`config.mk`:
```
export PLATFORM = sky130hd
export DESIGN_NAME = mpc_cfg_ctrl
export DESIGN_NICKNAME = d
export VERILOG_FILES = /design/src/rtl/mpc_pkg.sv /design/src/rtl/mpc_wb_regs.sv /design/src/rtl/mpc_cfg_ctrl.sv
export SDC_FILE = /design/constraint.sdc
export NUM_CORES = 1
export LEC_CHECK = 0
export ABC_AREA = 1
export BUFFER_PORTS_ARGS = -buffer_cell sky130_fd_sc_hd__buf_2
export CAP_MARGIN = 15
export CORE_AREA = 4 4 93 95
export CTS_CLUSTER_SIZE = 12
export DETAILED_ROUTE_END_ITERATION = 6
export DIE_AREA = 0 0 97 99
export PLACE_DENSITY = 0.71
export SLEW_MARGIN = 20
export SYNTH_ARGS = -nofsm -noshare
export SYNTH_HDL_FRONTEND = slang
export SYNTH_SLANG_ARGS = --single-unit
export TNS_END_PERCENT = 5
```
`constraint.sdc`:
```
create_clock -name wb_clk_i -period 4.63 [get_ports wb_clk_i]
set_input_delay 0.463 -clock wb_clk_i [delete_from_list [all_inputs] [get_ports wb_clk_i]]
set_output_delay 0.463 -clock wb_clk_i [all_outputs]
set_load 0.02 [all_outputs]
```
`src/rtl/mpc_pkg.sv`:
```
// Shared constants and types for the mpc configuration controller.
// Register map offsets, FSM state encoding and the configuration width used by mpc.
package mpc_pkg;

    localparam int CFG_W = 4;

    localparam logic [7:0] CTRL_OFS   = 8'h00;
    localparam logic [7:0] STATUS_OFS = 8'h04;
    localparam logic [7:0] HOLD_OFS   = 8'h08;

    typedef enum logic [1:0] {
        ST_IDLE,
        ST_QUIESCE,
        ST_SWAP,
        ST_SETTLE
    } cfg_state_e;

endpackage

```
`src/rtl/mpc_wb_regs.sv`:
```
// Wishbone slave for the config controller: window decode, ack, CTRL/STATUS/HOLD registers.
// Latency: registered ack one cycle after a hit; writes commit on the ack-setting edge.
// Backpressure: none; a hit is always acked, a decode miss is never acked.
module mpc_wb_regs
    import mpc_pkg::*;
#(
    parameter logic [31:0]      BASE_ADR     = 32'h3000_0000,
    parameter logic [CFG_W-1:0] RESET_CFG    = '0,
    parameter logic [7:0]       DEFAULT_HOLD = 8'd4
) (
    input  logic             clk,
    input  logic             rst_n,
    input  logic             wbs_stb_i,
    input  logic             wbs_cyc_i,
    input  logic             wbs_we_i,
    input  logic [3:0]       wbs_sel_i,
    input  logic [31:0]      wbs_dat_i,
    input  logic [31:0]      wbs_adr_i,
    output logic             wbs_ack_o,
    output logic [31:0]      wbs_dat_o,
    input  logic [CFG_W-1:0] configuration,
    input  logic             busy,
    input  logic [7:0]       switch_cnt,
    input  logic             pending_clr,
    output logic [CFG_W-1:0] req,
    output logic             pending,
    output logic [7:0]       hold
);

    logic        hit;
    logic        access;
    logic [7:0]  ofs;
    logic [31:0] rd_dat;
    logic        wb_unused;

    assign hit       = wbs_stb_i && wbs_cyc_i && (wbs_adr_i[31:8] == BASE_ADR[31:8]);
    assign access    = hit && !wbs_ack_o;
    assign ofs       = {wbs_adr_i[7:2], 2'b00};
    assign wb_unused = ^{wbs_sel_i[3:1], wbs_dat_i[31:8], wbs_adr_i[1:0]};

    always_comb begin
        rd_dat = '0;
        case (ofs)
            CTRL_OFS:   rd_dat = {28'd0, req};
            STATUS_OFS: rd_dat = {16'd0, switch_cnt, 2'b00, pending, busy, configuration};
            HOLD_OFS:   rd_dat = {24'd0, hold};
            default:    rd_dat = '0;
        endcase
    end

    always_ff @(posedge clk or negedge rst_n) begin
        if (!rst_n) begin
            wbs_ack_o <= 1'b0;
            wbs_dat_o <= '0;
            req       <= RESET_CFG;
            pending   <= 1'b0;
            hold      <= DEFAULT_HOLD;
        end else begin
            wbs_ack_o <= access;
            wbs_dat_o <= access ? rd_dat : '0;
            // A fresh CTRL write beats the FSM's consume so the newest request is never lost.
            if (access && wbs_we_i && wbs_sel_i[0] && ofs == CTRL_OFS) begin
                req     <= wbs_dat_i[CFG_W-1:0];
                pending <= 1'b1;
            end else if (pending_clr) begin
                pending <= 1'b0;
            end
            if (access && wbs_we_i && wbs_sel_i[0] && ofs == HOLD_OFS) begin
                hold <= wbs_dat_i[7:0];
            end
        end
    end

endmodule

```
`src/rtl/mpc_cfg_ctrl.sv`:
```
// Sequences configuration changes for mpc: hold IO, quiesce, swap, settle, release.
// Latency: io_hold rises one cycle after the CTRL commit; a switch holds IO for 2*HOLD+3 cycles.
// Backpressure: none; requests arriving mid-sequence coalesce into one follow-up switch.
module mpc_cfg_ctrl
    import mpc_pkg::*;
#(
    parameter logic [31:0]      BASE_ADR     = 32'h3000_0000,
    parameter logic [CFG_W-1:0] RESET_CFG    = '0,
    parameter logic [7:0]       DEFAULT_HOLD = 8'd4
) (
    input  logic             wb_clk_i,
    input  logic             wb_rst_ni,
    input  logic             wbs_stb_i,
    input  logic             wbs_cyc_i,
    input  logic             wbs_we_i,
    input  logic [3:0]       wbs_sel_i,
    input  logic [31:0]      wbs_dat_i,
    input  logic [31:0]      wbs_adr_i,
    output logic             wbs_ack_o,
    output logic [31:0]      wbs_dat_o,
    output logic [CFG_W-1:0] configuration,
    output logic             io_hold,
    output logic             cfg_busy
);

    cfg_state_e       state, state_nxt;
    logic [7:0]       cnt, cnt_nxt;
    logic [7:0]       switch_cnt, switch_cnt_nxt;
    logic [CFG_W-1:0] tgt, tgt_nxt;
    logic [CFG_W-1:0] cfg_nxt;
    logic [CFG_W-1:0] req;
    logic             pending;
    logic             pending_clr;
    logic [7:0]       hold;

    mpc_wb_regs #(
        .BASE_ADR     (BASE_ADR),
        .RESET_CFG    (RESET_CFG),
        .DEFAULT_HOLD (DEFAULT_HOLD)
    ) u_regs (
        .clk           (wb_clk_i),
        .rst_n         (wb_rst_ni),
        .wbs_stb_i     (wbs_stb_i),
        .wbs_cyc_i     (wbs_cyc_i),
        .wbs_we_i      (wbs_we_i),
        .wbs_sel_i     (wbs_sel_i),
        .wbs_dat_i     (wbs_dat_i),
        .wbs_adr_i     (wbs_adr_i),
        .wbs_ack_o     (wbs_ack_o),
        .wbs_dat_o     (wbs_dat_o),
        .configuration (configuration),
        .busy          (cfg_busy),
        .switch_cnt    (switch_cnt),
        .pending_clr   (pending_clr),
        .req           (req),
        .pending       (pending),
        .hold          (hold)
    );

    // Decoded from the async-reset state register so the hold drops the instant reset asserts.
    assign io_hold  = (state != ST_IDLE);
    assign cfg_busy = io_hold;

    always_ff @(posedge wb_clk_i or negedge wb_rst_ni) begin
        if (!wb_rst_ni) begin
            state         <= ST_IDLE;
            cnt           <= '0;
            switch_cnt    <= '0;
            tgt           <= RESET_CFG;
            configuration <= RESET_CFG;
        end else begin
            state         <= state_nxt;
            cnt           <= cnt_nxt;
            switch_cnt    <= switch_cnt_nxt;
            tgt           <= tgt_nxt;
            configuration <= cfg_nxt;
        end
    end

    always_comb begin
        state_nxt      = state;
        cnt_nxt        = cnt;
        switch_cnt_nxt = switch_cnt;
        tgt_nxt        = tgt;
        cfg_nxt        = configuration;
        pending_clr    = 1'b0;
        case (state)
            ST_IDLE: begin
                if (pending) begin
                    pending_clr = 1'b1;
                    if (req != configuration) begin
                        state_nxt = ST_QUIESCE;
                        tgt_nxt   = req;
                        cnt_nxt   = hold;
                    end
                end
            end
            ST_QUIESCE: begin
                if (cnt == 8'd0) state_nxt = ST_SWAP;
                else             cnt_nxt   = cnt - 8'd1;
            end
            ST_SWAP: begin
                cfg_nxt   = tgt;
                cnt_nxt   = hold;
                state_nxt = ST_SETTLE;
                if (switch_cnt != 8'hFF) switch_cnt_nxt = switch_cnt + 8'd1;
            end
            ST_SETTLE: begin
                if (cnt == 8'd0) state_nxt = ST_IDLE;
                else             cnt_nxt   = cnt - 8'd1;
            end
            default: state_nxt = ST_IDLE;
        endcase
    end

endmodule
```
==> results.md, run 1 <==
- Syn avg cell area: 7.75 µm²
- Ant diodes: 0
- Hold WC Path Type: input port to async pin
- Die area: 9600 µm²
- Finished Layout Cells: 563
- CTS resizes: 0
- Overall routed net length: 6390 µm
- CTS tree: built
- First-pass GRT wire length: 11000 µm
- Largest net degree at the start of global routing: 57
- Vias in the first global route: 2461
- Total track usage: 0.137
- Share of post-route cells with drive strength above 1: 0.202
- CP max-delay cell: a21boi_1
- Dpl hpwl: 4880 µm
- Library cells used by synthesis: 31
- Final #Nets: 541
- Total CTS buffers: 5
- Crit-path max FO: 11
- Drt pass-1 iters: 4
- Post-synth ARST share: 1.00
- Top_reg_cell synth: dfrtp_1
- Routability Congestion: 0.837
- Post-Syn Area: 3070 µm²
- Max VDD drop: 0.000115 V
- Post-CTS Setup Repair Bufs: 0
- Initial core utilization: 0.397
- Critical Path Start Type: flop
- Antenna violations before repair: 0
- Critical Path End Type: flop
- Max-slew violations: 0
- Placed cells: 555
- FF+latch count, synth: 56
- Max transition margin: 0.533
- Commonest non-fill, non-tap cell in the layout: nand2_1
- Final Setup Violations: 0
- Synth warn: 0
- Min cycle time layout: 2.05 ns
- Initial DRC count: 161
- Detail Route Antenna Nets: 0
- Drt wl/cell: 11.3 µm
- Die Ht: 99 µm
- Die width: 97 µm
- Max Clock Skew: 0.00695 ns
- Yosys top cell area share: 0.448
- DRC: 0
- Clock root buffer: clkbuf_8
- Final worst slack: 2.58 ns
- Cells after synthesis: 396
- Core footprint: 7730 µm²
- Post-route setup TNS: 0 ns
- Maximum clock path buffer count: 2
- Clock Latency Late Sink: 0.30 ns
- IO Pins: 112
- Final period util: 0.442
- Worst Path Class, Setup: flop to flop
- Register area share after synthesis: 0.457
- Fmax: 0.488 GHz
- Placed instance area: 3410 µm²
- Tightest Pin Transition: 0.699 ns
- I/O Buffers: 66
- Largest stage delay on the critical path: 0.64 ns
- Clock Sinks: 56
- Post-route cell area: 3500 µm²
- Top post-synthesis cells by area: dfrtp_1, nand2_1, inv_1, nor2_1, buf_4
- Hold-fix buffers at CTS: 0
- Most frequent cells in the layout: nand2_1, buf_2, dfrtp_1
- Row Count: 32
- DP Worst Slack: 2.57 ns
- Status: complete, no violations
- H-Tree Depth: 2
- Reg clk slew, reported paths: 0.09 ns
- Worst EP arrival: 2.23 ns
- GRT Residual Overflow: 0
- Fill cells: 787
- Final core occ: 0.452
- Cells along the critical path: inv_1 -> ha_1 -> a21boi_1 -> nand3_1 -> xor2_1
- Via-per-instance ratio: 4.60
- Number of flops mapped to enable cells by yosys: 0
- Data required, critical path: 4.82 ns
- Via count: 2591
- P_leak: 1.89 nW
- Maxcap violations: 0
- Endpoints failing hold: 0
- RSZ-0062 raised after global routing: no
- Pwr Density: 230 nW/µm²
- Synth-to-Final Area Change: 13.9%
- Area leader, netlist: dfrtp_1
[per-stage QoR]
stage                     power [mW]  hold slack [ns]
after floorplan                0.530            0.167
after global placement         0.548            0.467
after detailed placement       0.549            0.469
after CTS                      0.813            0.311
after global routing           0.843            0.350
final                          0.806            0.277
[path summary, 6_finish.rpt]
kind / cells after the start / end / from / slack, ns
worst max-delay path: 5 / switch_cnt[5]$_DFFE_PN0P_ / state[0]$_DFFE_PN0P_ / 2.58
max in group asynchronous: 2 / state[0]$_DFFE_PN0P_ / wb_rst_ni / 3.90
worst max register to register: 5 / switch_cnt[5]$_DFFE_PN0P_ / state[0]$_DFFE_PN0P_ / 2.58
worst min-delay path: 2 / u_regs.wbs_dat_o[8]$_DFF_PN0_ / wb_rst_ni / 0.28
worst min register to register: 2 / u_regs.hold[2]$_DFFE_PN1P_ / u_regs.hold[2]$_DFFE_PN1P_ / 0.48
min in group wb_clk_i: 3 / u_regs.hold[2]$_DFFE_PN1P_ / wbs_dat_i[2] / 0.38
[cells in the mapped netlist (3+ instances only)]
library cell  count
nand2_1         124
dfrtp_1          55
inv_1            44
nor2_1           44
o21ai_0          22
buf_4            17
nand4_1          15
nand3_1          13
nor3_1            9
ha_1              8
xor2_1            7
inv_2             6
buf_2             5
o21ai_1           4
buf_6             3
nand3_2           3
[report_power, final]
part | switching [mW] | leakage (nW) | internal (mW)
registers | 0.000000000658 | 0.779 | 0.489
clock network | 0.145 | 0.0455 | 0.122
logic | 0.0337 | 1.06 | 0.0162
total | 0.178 | 1.89 | 0.627
[critical path, delay by kind of cell, from the launching register on]
kind / cells / cell delay (ns)
compound gates: 1 / 0.64
flops: 1 / 0.42
simple gates: 1 / 0.18
xor+xnor: 1 / 0.19
buf+inv: 1 / 0.15
fa+ha+maj: 1 / 0.37
[sequential cells by signal, indices dropped and copies added, names as in the netlist]
name,cells
u_regs.pending,1
u_regs.hold,8
tgt,4
configuration,4
u_regs.wbs_dat_o,16
state,2
u_regs.req,4
cnt,8
switch_cnt,8
u_regs.wbs_ack_o,1
[cell type report]
type	instances	area, µm²	area share
flip-flops and latches	56	1400	0.401
multi-input cells	280	1350	0.386
repair buffers	67	338	0.0966
inverters	50	188	0.0537
well taps	102	128	0.0365
clock buffers	8	90.1	0.0258
[layer usage]
layer,vias to the layer above,GRT usage,share of wire
li1,1322,-,-
met2,97,0.228,0.47
met5,-,0,0
met1,1163,0.179,0.43
met4,0,0.0259,0.0089
met3,9,0.0389,0.086
[kinds of logic after synthesis]
family                     count (synthesis)  share of synthesized area
other                                      1                    0.00122
adders and majority gates                  8                     0.0326
xor gates and xnor gates                   7                     0.0200
muxes                                      1                    0.00326
buffers and inverters                     75                      0.122
DFF                                       56                      0.457
and+or+nand+nor                          218                      0.313
AOI/OAI and AO/OA                         30                     0.0513
Power figures use the tool's default switching activity.
==> run 2: changes to the inputs <==
--- a/config.mk
+++ b/config.mk
@@ -5,14 +5,14 @@
 export SDC_FILE = /design/constraint.sdc
 export NUM_CORES = 1
 export LEC_CHECK = 0
-export ABC_AREA = 1
+export ABC_AREA = 0
 export BUFFER_PORTS_ARGS = -buffer_cell sky130_fd_sc_hd__buf_2
 export CAP_MARGIN = 15
-export CORE_AREA = 4 4 93 95
+export CORE_AREA = 4 4 89 91
 export CTS_CLUSTER_SIZE = 12
 export DETAILED_ROUTE_END_ITERATION = 6
-export DIE_AREA = 0 0 97 99
-export PLACE_DENSITY = 0.71
+export DIE_AREA = 0 0 93 95
+export PLACE_DENSITY = 0.75
 export SLEW_MARGIN = 20
 export SYNTH_ARGS = -nofsm -noshare
 export SYNTH_HDL_FRONTEND = slang
==> constraint.sdc (replaced) <==
create_clock -name wb_clk_i -period 1.65 [get_ports wb_clk_i]
set_input_delay 0.165 -clock wb_clk_i [delete_from_list [all_inputs] [get_ports wb_clk_i]]
set_output_delay 0.165 -clock wb_clk_i [all_outputs]
set_load 0.02 [all_outputs]
==> results.md, run 2 <==
- P_sw: 0.549 mW (+210%)
- Via-per-instance ratio: 4.91 (+6.6%)
- Die width: 93 µm (-4.1%)
- First-pass GRT wire length: 10700 µm (-2.8%)
- Post-CTS Setup Repair Bufs: 0 (unchanged)
- Fmax: 0.565 GHz (+16%)
- Post-Syn Area: 2810 µm² (-8.6%)
- Total track usage: 0.152 (+0.0157)
- Reg clk slew, reported paths: 0.10 ns (about the same)
- Clock Latency Late Sink: 0.31 ns (about the same)
- Max reg flops: 16 (unchanged)
- Share of post-route cells with drive strength above 1: 0.442 (+0.240)
- Top_reg_cell synth: dfrtp_1
- H-Tree Depth: 2 (unchanged)
- I/O Buffers: 66 (unchanged)
- Drt wl/cell: 14.3 µm (+27%)
- P_leak: 1.98 nW (+5.0%)
- Overall routed net length: 6720 µm (+5.2%)
- Top post-synthesis cells by area: dfrtp_1, mux2_2, buf_4, ha_1, nor2_1
- Clk pwr share: 0.376 (+0.045)
- Total power: 2.43 mW (+200%)
- Antenna violations before repair: 0 (unchanged)
- Critical Path End Type: flop
- Area leader, netlist: dfrtp_1
- Ant diodes: 0 (unchanged)
- Total CTS buffers: 5 (unchanged)
- Core footprint: 7140 µm² (-7.6%)
- Max VDD drop: 0.000488 V (+320%)
- Most frequent cells in the layout: buf_2, dfrtp_1, buf_4
- Min cycle time layout: 1.77 ns (-0.277 ns)
- Failing checks: negative setup slack
- Maxcap violations: 0 (unchanged)
- Max Clock Skew: 0.00693 ns (-0.0000254 ns)
- Library cells used by synthesis: 45 (+45%)
- Cells after synthesis: 257 (-35%)
- Clock root buffer: clkbuf_8
- Final period util: 1.07 (+0.631)
- Post-synth ARST share: 1.00 (unchanged)
- Final Setup Violations: 17 (+17)
- DP Worst Slack: -0.268 ns (-2.84 ns)
- Critical Path Start Type: flop
- Synth warn: 0 (unchanged)
- FF+latch count, synth: 56 (unchanged)
- Max-slew violations: 0 (unchanged)
- Row Count: 31 (-3.1%)
- Finished Layout Cells: 468 (-17%)
- Largest net degree at the start of global routing: 34 (-40%)
- Worst hold slack: 0.0967 ns (-0.180 ns)
- IO Pins: 112 (unchanged)
- Data required, critical path: 1.86 ns (-2.96 ns)
- Number of flops mapped to enable cells by yosys: 0 (unchanged)
- Register area share after synthesis: 0.500 (+0.0430)
- Placed cells: 459 (-17%)
- Die Ht: 95 µm (-4.0%)
- Detail Route Antenna Nets: 0 (unchanged)
- Pwr Density: 648 nW/µm² (+180%)
- Post-synth top cells: dfrtp_1, nor2_1, mux2_2
- Initial DRC count: 72 (-55%)
- Yosys top cell area share: 0.490 (+0.0422)
- Final core occ: 0.527 (+0.0743)
- Sequential Power Share: 0.563 (-0.044)
- Initial core utilization: 0.393 (-0.00411)
- Commonest non-fill, non-tap cell in the layout: buf_2
- Hold WC Path Type: input port to flop
- Syn avg cell area: 10.9 µm² (+41%)
- Maximum clock path buffer count: 2 (unchanged)
- Post-route setup TNS: -1.36 ns (-1.36 ns)
- Drt pass-1 iters: 4 (unchanged)
- DRC: 0 (unchanged)
- Status: complete, but fails checks
- Gate power share: 0.061 (about the same)
- Clock Sinks: 56 (unchanged)
- Via count: 2297 (-11%)
- RSZ-0062 raised after global routing: yes
- Vias in the first global route: 2323 (-5.6%)
- Crit-path max FO: 6 (-5)
- Routability Congestion: 0.838 (about the same)
- Final #Nets: 449 (-17%)
- Synth-to-Final Area Change: 33.9%
- Most flop-heavy register: u_regs.wbs_dat_o
- Die area: 8840 µm² (-8.0%)
- Endpoints failing hold: 0 (unchanged)
- Worst Path Class, Setup: flop to flop
- CTS tree: built
- Post-route cell area: 3760 µm² (+7.5%)
- Internal power: 1.88 mW (+200%)
- Dpl hpwl: 5150 µm (+5.5%)
- Placed instance area: 3540 µm² (+4.1%)
- Switching Share: 0.226 (+0.00433)
- Worst EP arrival: 1.98 ns (-0.25 ns)
- Final worst slack: -0.121 ns (-2.70 ns)
- GRT Residual Overflow: 0 (unchanged)
- Top-count cell post-synth: dfrtp_1
run 2: changes by cell type after synthesis, sizes merged, moves of 11 or more:
cell / previous run / this run
o21ai: 27 / 3
mux2: 0 / 22
nor2: 48 / 23
a21oi: 1 / 12
nand3: 17 / 6
inv: 50 / 9
nand2: 126 / 9
run 2: area by class of cell:
cell class / instances / area, µm²
fill: 646 / 3380
sequential: 56 / 1400
multi-input combinational: 183 / 1390
timing repair buffer: 113 / 696
tap: 99 / 124
clock buffer: 6 / 72.6
clock inverter: 2 / 38.8
inverter: 9 / 33.8
run 2: power by group through the flow:
stage	combinational [mW]	sequential, mW	clock (mW)
3_3_place_gp	0.142	1.40	0
4_1_cts	0.149	1.37	0.936
3_5_place_dp	0.144	1.40	0
5_1_grt	0.165	1.37	0.982
2_1_floorplan	0.0796	1.40	0
6_report	0.148	1.37	0.914
run 2: logic make-up (layout without fill, tap and decap cells):
| family | Yosys count | count (layout) | synth area share |
|---|---|---|---|
| AO/OA/AOI/OAI | 40 | 40 | 0.0963 |
| XOR/XNOR | 9 | 9 | 0.0281 |
| adder cells (fa/ha/maj) | 8 | 8 | 0.0357 |
| buffers and inverters | 33 | 130 | 0.0673 |
| flip-flops | 56 | 56 | 0.500 |
| multiplexers | 28 | 28 | 0.110 |
| other | 1 | 16 | 0.00134 |
| AND/OR/NAND/NOR | 82 | 82 | 0.162 |
run 2: path summary, 6_finish.rpt:
kind,from,to,slack (ns),depth (start not counted)
setup / recovery,cnt[1]$_DFFE_PN0P_,cnt[6]$_DFFE_PN0P_,-0.12,6
hold / removal,wbs_dat_i[5],u_regs.hold[5]$_DFFE_PN0P_,0.1,2
setup reg to reg,cnt[1]$_DFFE_PN0P_,cnt[6]$_DFFE_PN0P_,-0.12,6
hold reg to reg,tgt[3]$_DFFE_PN0P_,tgt[3]$_DFFE_PN0P_,0.51,1
max in group asynchronous,wb_rst_ni,u_regs.hold[2]$_DFFE_PN1P_,0.91,3
min in group asynchronous,wb_rst_ni,switch_cnt[1]$_DFFE_PN0P_,0.36,3
run 2: critical path, stage by stage (launching register included):
cell,delay [ns]
dfrtp_1,0.40
inv_2,0.08
ha_4,0.13
or4b_4,0.50
o211ai_1,0.23
a22oi_1,0.11
o22a_1,0.22
run 2: per-layer routing:
layer,vias up,global-route usage,part of all wire
met4,0,0.0256,0.0073
li1,1107,-,-
met2,66,0.281,0.52
met3,8,0.0382,0.053
met5,-,0,0
met1,1116,0.182,0.42
run 2: timing repair:
item | 4_1_cts | 5_1_grt
pin swaps | 9 | 4
setup endpoints to repair | 40 | 44
endpoints found under the hold margin | 55 | 0
hold buffers | 1 | 0
cloned | 0 | 0
resized for setup | 14 | 13
==> run 3: changes to the inputs <==
--- a/config.mk
+++ b/config.mk
@@ -6,13 +6,13 @@
 export NUM_CORES = 1
 export LEC_CHECK = 0
 export ABC_AREA = 0
-export BUFFER_PORTS_ARGS = -buffer_cell sky130_fd_sc_hd__buf_2
 export CAP_MARGIN = 15
 export CORE_AREA = 4 4 89 91
 export CTS_CLUSTER_SIZE = 12
 export DETAILED_ROUTE_END_ITERATION = 6
 export DIE_AREA = 0 0 93 95
-export PLACE_DENSITY = 0.75
+export DONT_BUFFER_PORTS = 1
+export PLACE_DENSITY = 0.61
 export SLEW_MARGIN = 20
 export SYNTH_ARGS = -nofsm -noshare
 export SYNTH_HDL_FRONTEND = slang
==> results.md, run 3 (same netlist as run 2, synthesis figures left out) <==
- Worst-case reg-to-reg path depth: 6 (unchanged)
- Post-route setup TNS: -0.996 ns (+0.362 ns)
- Fmax: 0.566 GHz (+0.31%)
- Crit-path max FO: 6 (unchanged)
- Via-per-instance ratio: 5.08 (+3.5%)
- Ant diodes: 0 (unchanged)
- Sequential Power Share: 0.605 (+0.042)
- Clock Latency Late Sink: 0.31 ns (about the same)
- Worst hold slack: 0.0166 ns (-0.0801 ns)
- Internal power: 1.75 mW (-7.3%)
- Die width: 93 µm (unchanged)
- RSZ-0062 raised after global routing: yes
- Die Ht: 95 µm (unchanged)
- Max Clock Skew: 0.00498 ns (-0.00194 ns)
- Synth-to-Final Area Change: 25.0%
- Commonest non-fill, non-tap cell in the layout: dfrtp_1
- DRC: 0 (unchanged)
- Failing checks: negative setup slack
- Row Count: 31 (unchanged)
- Reg clk slew, reported paths: 0.10 ns (about the same)
- Die area: 8840 µm² (unchanged)
- CTS tree: built
- Worst hold endpoint: u_regs.hold[7]$_DFFE_PN0P_
- Maximum clock path buffer count: 2 (unchanged)
- Gate power share: 0.046 (-0.015)
- Overall routed net length: 6380 µm (-5.0%)
- Vias in the first global route: 2175 (-6.4%)
- Worst Path Class, Setup: flop to flop
- Min-delay src: wbs_dat_i[7]
- Final Setup Violations: 18 (+1)
- I/O Buffers: 0 (-100%)
- Initial core utilization: 0.393 (unchanged)
- Share of post-route cells with drive strength above 1: 0.317 (-0.124)
- Switching Share: 0.229 (+0.00377)
- Routability Congestion: 0.800 (-4.5%)
- RR Startpoint: cnt[1]$_DFFE_PN0P_
- IO Pins: 112 (unchanged)
- Max VDD drop: 0.000466 V (-4.6%)
- Antenna violations before repair: 0 (unchanged)
- Max reg flops: 16 (unchanged)
- Final core occ: 0.492 (-0.0351)
- Clk pwr share: 0.349 (-0.027)
- Final #Nets: 392 (-13%)
- P_leak: 1.72 nW (-13%)
- Clock Sinks: 56 (unchanged)
- Dpl hpwl: 4760 µm (-7.4%)
- Fill cells: 678 (+5.0%)
- Max-slew violations: 0 (unchanged)
- H-Tree Depth: 2 (unchanged)
- Most frequent cells in the layout: dfrtp_1, buf_4, nor2_1
- Endpoints failing hold: 0 (unchanged)
- Critical Path Start Type: flop
- Reg2Reg Capture Point: cnt[6]$_DFFE_PN0P_
- Total track usage: 0.143 (-0.00896)
- P_sw: 0.521 mW (-5.2%)
- Detail Route Antenna Nets: 0 (unchanged)
- Via count: 2087 (-9.1%)
- Total power: 2.27 mW (-6.8%)
- Register-to-register setup slack: -0.12 ns (about the same)
- Min cycle time layout: 1.77 ns (-0.00547 ns)
- Status: complete, but fails checks
- Total CTS buffers: 5 (unchanged)
- Largest net degree at the start of global routing: 57 (+68%)
- First-pass GRT wire length: 10000 µm (-6.5%)
- Final worst slack: -0.116 ns (+0.00547 ns)
- Final period util: 1.07 (-0.00331)
- Drt pass-1 iters: 4 (unchanged)
- Critical Path End Type: flop
- Initial DRC count: 113 (+57%)
- Worst EP arrival: 1.96 ns (-0.02 ns)
- Data required, critical path: 1.85 ns (about the same)
- Pwr Density: 647 nW/µm² (-0.15%)
- Clock root buffer: clkbuf_8
- Core footprint: 7140 µm² (unchanged)
- Hold Path Stages: 1 (-1)
- Seq. cell area: 1400 µm² (unchanged)
- Most flop-heavy register: u_regs.wbs_dat_o
- Footprint of the multi-input gates: 1380 µm² (-0.45%)
- Hold WC Path Type: input port to flop
- Drt wl/cell: 15.5 µm (+8.1%)
- Maxcap violations: 0 (unchanged)
- GRT Residual Overflow: 0 (unchanged)
==> run 3: critical path, stage by stage, from the launching register on <==
cell and delay [ns]:
dfrtp_1 0.40, inv_2 0.08, ha_4 0.13, or4b_4 0.50, o211ai_1 0.25, a22oi_1 0.10, o22a_1 0.20
==> run 3: worst max path at each step <==
stage,from,to,slack [ns],depth (start not counted)
global placement,cnt[1]$_DFFE_PN0P_,state[1]$_DFFE_PN0P_,-0.11,7
CTS,cnt[1]$_DFFE_PN0P_,state[0]$_DFFE_PN0P_,-0.13,6
floorplan,u_regs.wbs_ack_o$_DFF_PN0_,u_regs.hold[0]$_DFFE_PN0P_,-0.16,4
detailed placement,cnt[1]$_DFFE_PN0P_,cnt[6]$_DFFE_PN0P_,-0.13,6
global route,cnt[0]$_DFFE_PN0P_,state[0]$_DFFE_PN0P_,-0.22,6
finish,cnt[1]$_DFFE_PN0P_,cnt[6]$_DFFE_PN0P_,-0.12,6
==> run 3: repair_timing <==
| action | 4_1_cts | 5_1_grt |
|---|---|---|
| hold endpoints to repair | 64 | 2 |
| pin swaps | 7 | 3 |
| resized for setup | 10 | 14 |
| setup endpoints to repair | 42 | 46 |
| setup buffers | 0 | 2 |
| hold buffers | 8 | 2 |
==> run 3: layout make-up <==
cell class	instances	share of cell area
inverter	9	0.00963
multi-input combinational	183	0.394
tap	99	0.0353
sequential	56	0.400
timing repair buffer	56	0.133
clock buffer	6	0.0235
clock inverter	2	0.00392
==> run 3: stage by stage <==
| stage | cells | worst slack (ns) | area, µm² |
|---|---|---|---|
| 3_5_place_dp | 391 | -0.131 | 3200 |
| 2_1_floorplan | 272 | -0.163 | 2900 |
| 5_1_grt | 411 | -0.219 | 3510 |
| 4_1_cts | 407 | -0.126 | 3420 |
| 6_report | 411 | -0.116 | 3510 |
| 3_3_place_gp | 391 | -0.114 | 3200 |
==> run 3: power by group through the flow <==
| stage | Clock [mW] | Combinational (mW) | Sequential (mW) |
|---|---|---|---|
| floorplan | 0 | 0.0796 | 1.40 |
| global placement | 0 | 0.0501 | 1.40 |
| detailed placement | 0 | 0.0503 | 1.40 |
| CTS | 0.821 | 0.101 | 1.37 |
| global route | 0.862 | 0.117 | 1.37 |
| finish | 0.792 | 0.105 | 1.37 |
==> run 3: metal layers <==
| metal | GRT usage | vias up | part of all wire |
|---|---|---|---|
| li1 | - | 990 | - |
| met1 | 0.181 | 1033 | 0.44 |
| met2 | 0.244 | 57 | 0.51 |
| met3 | 0.0359 | 7 | 0.049 |
| met4 | 0.0440 | 0 | 0.0096 |
| met5 | 0 | - | 0 |
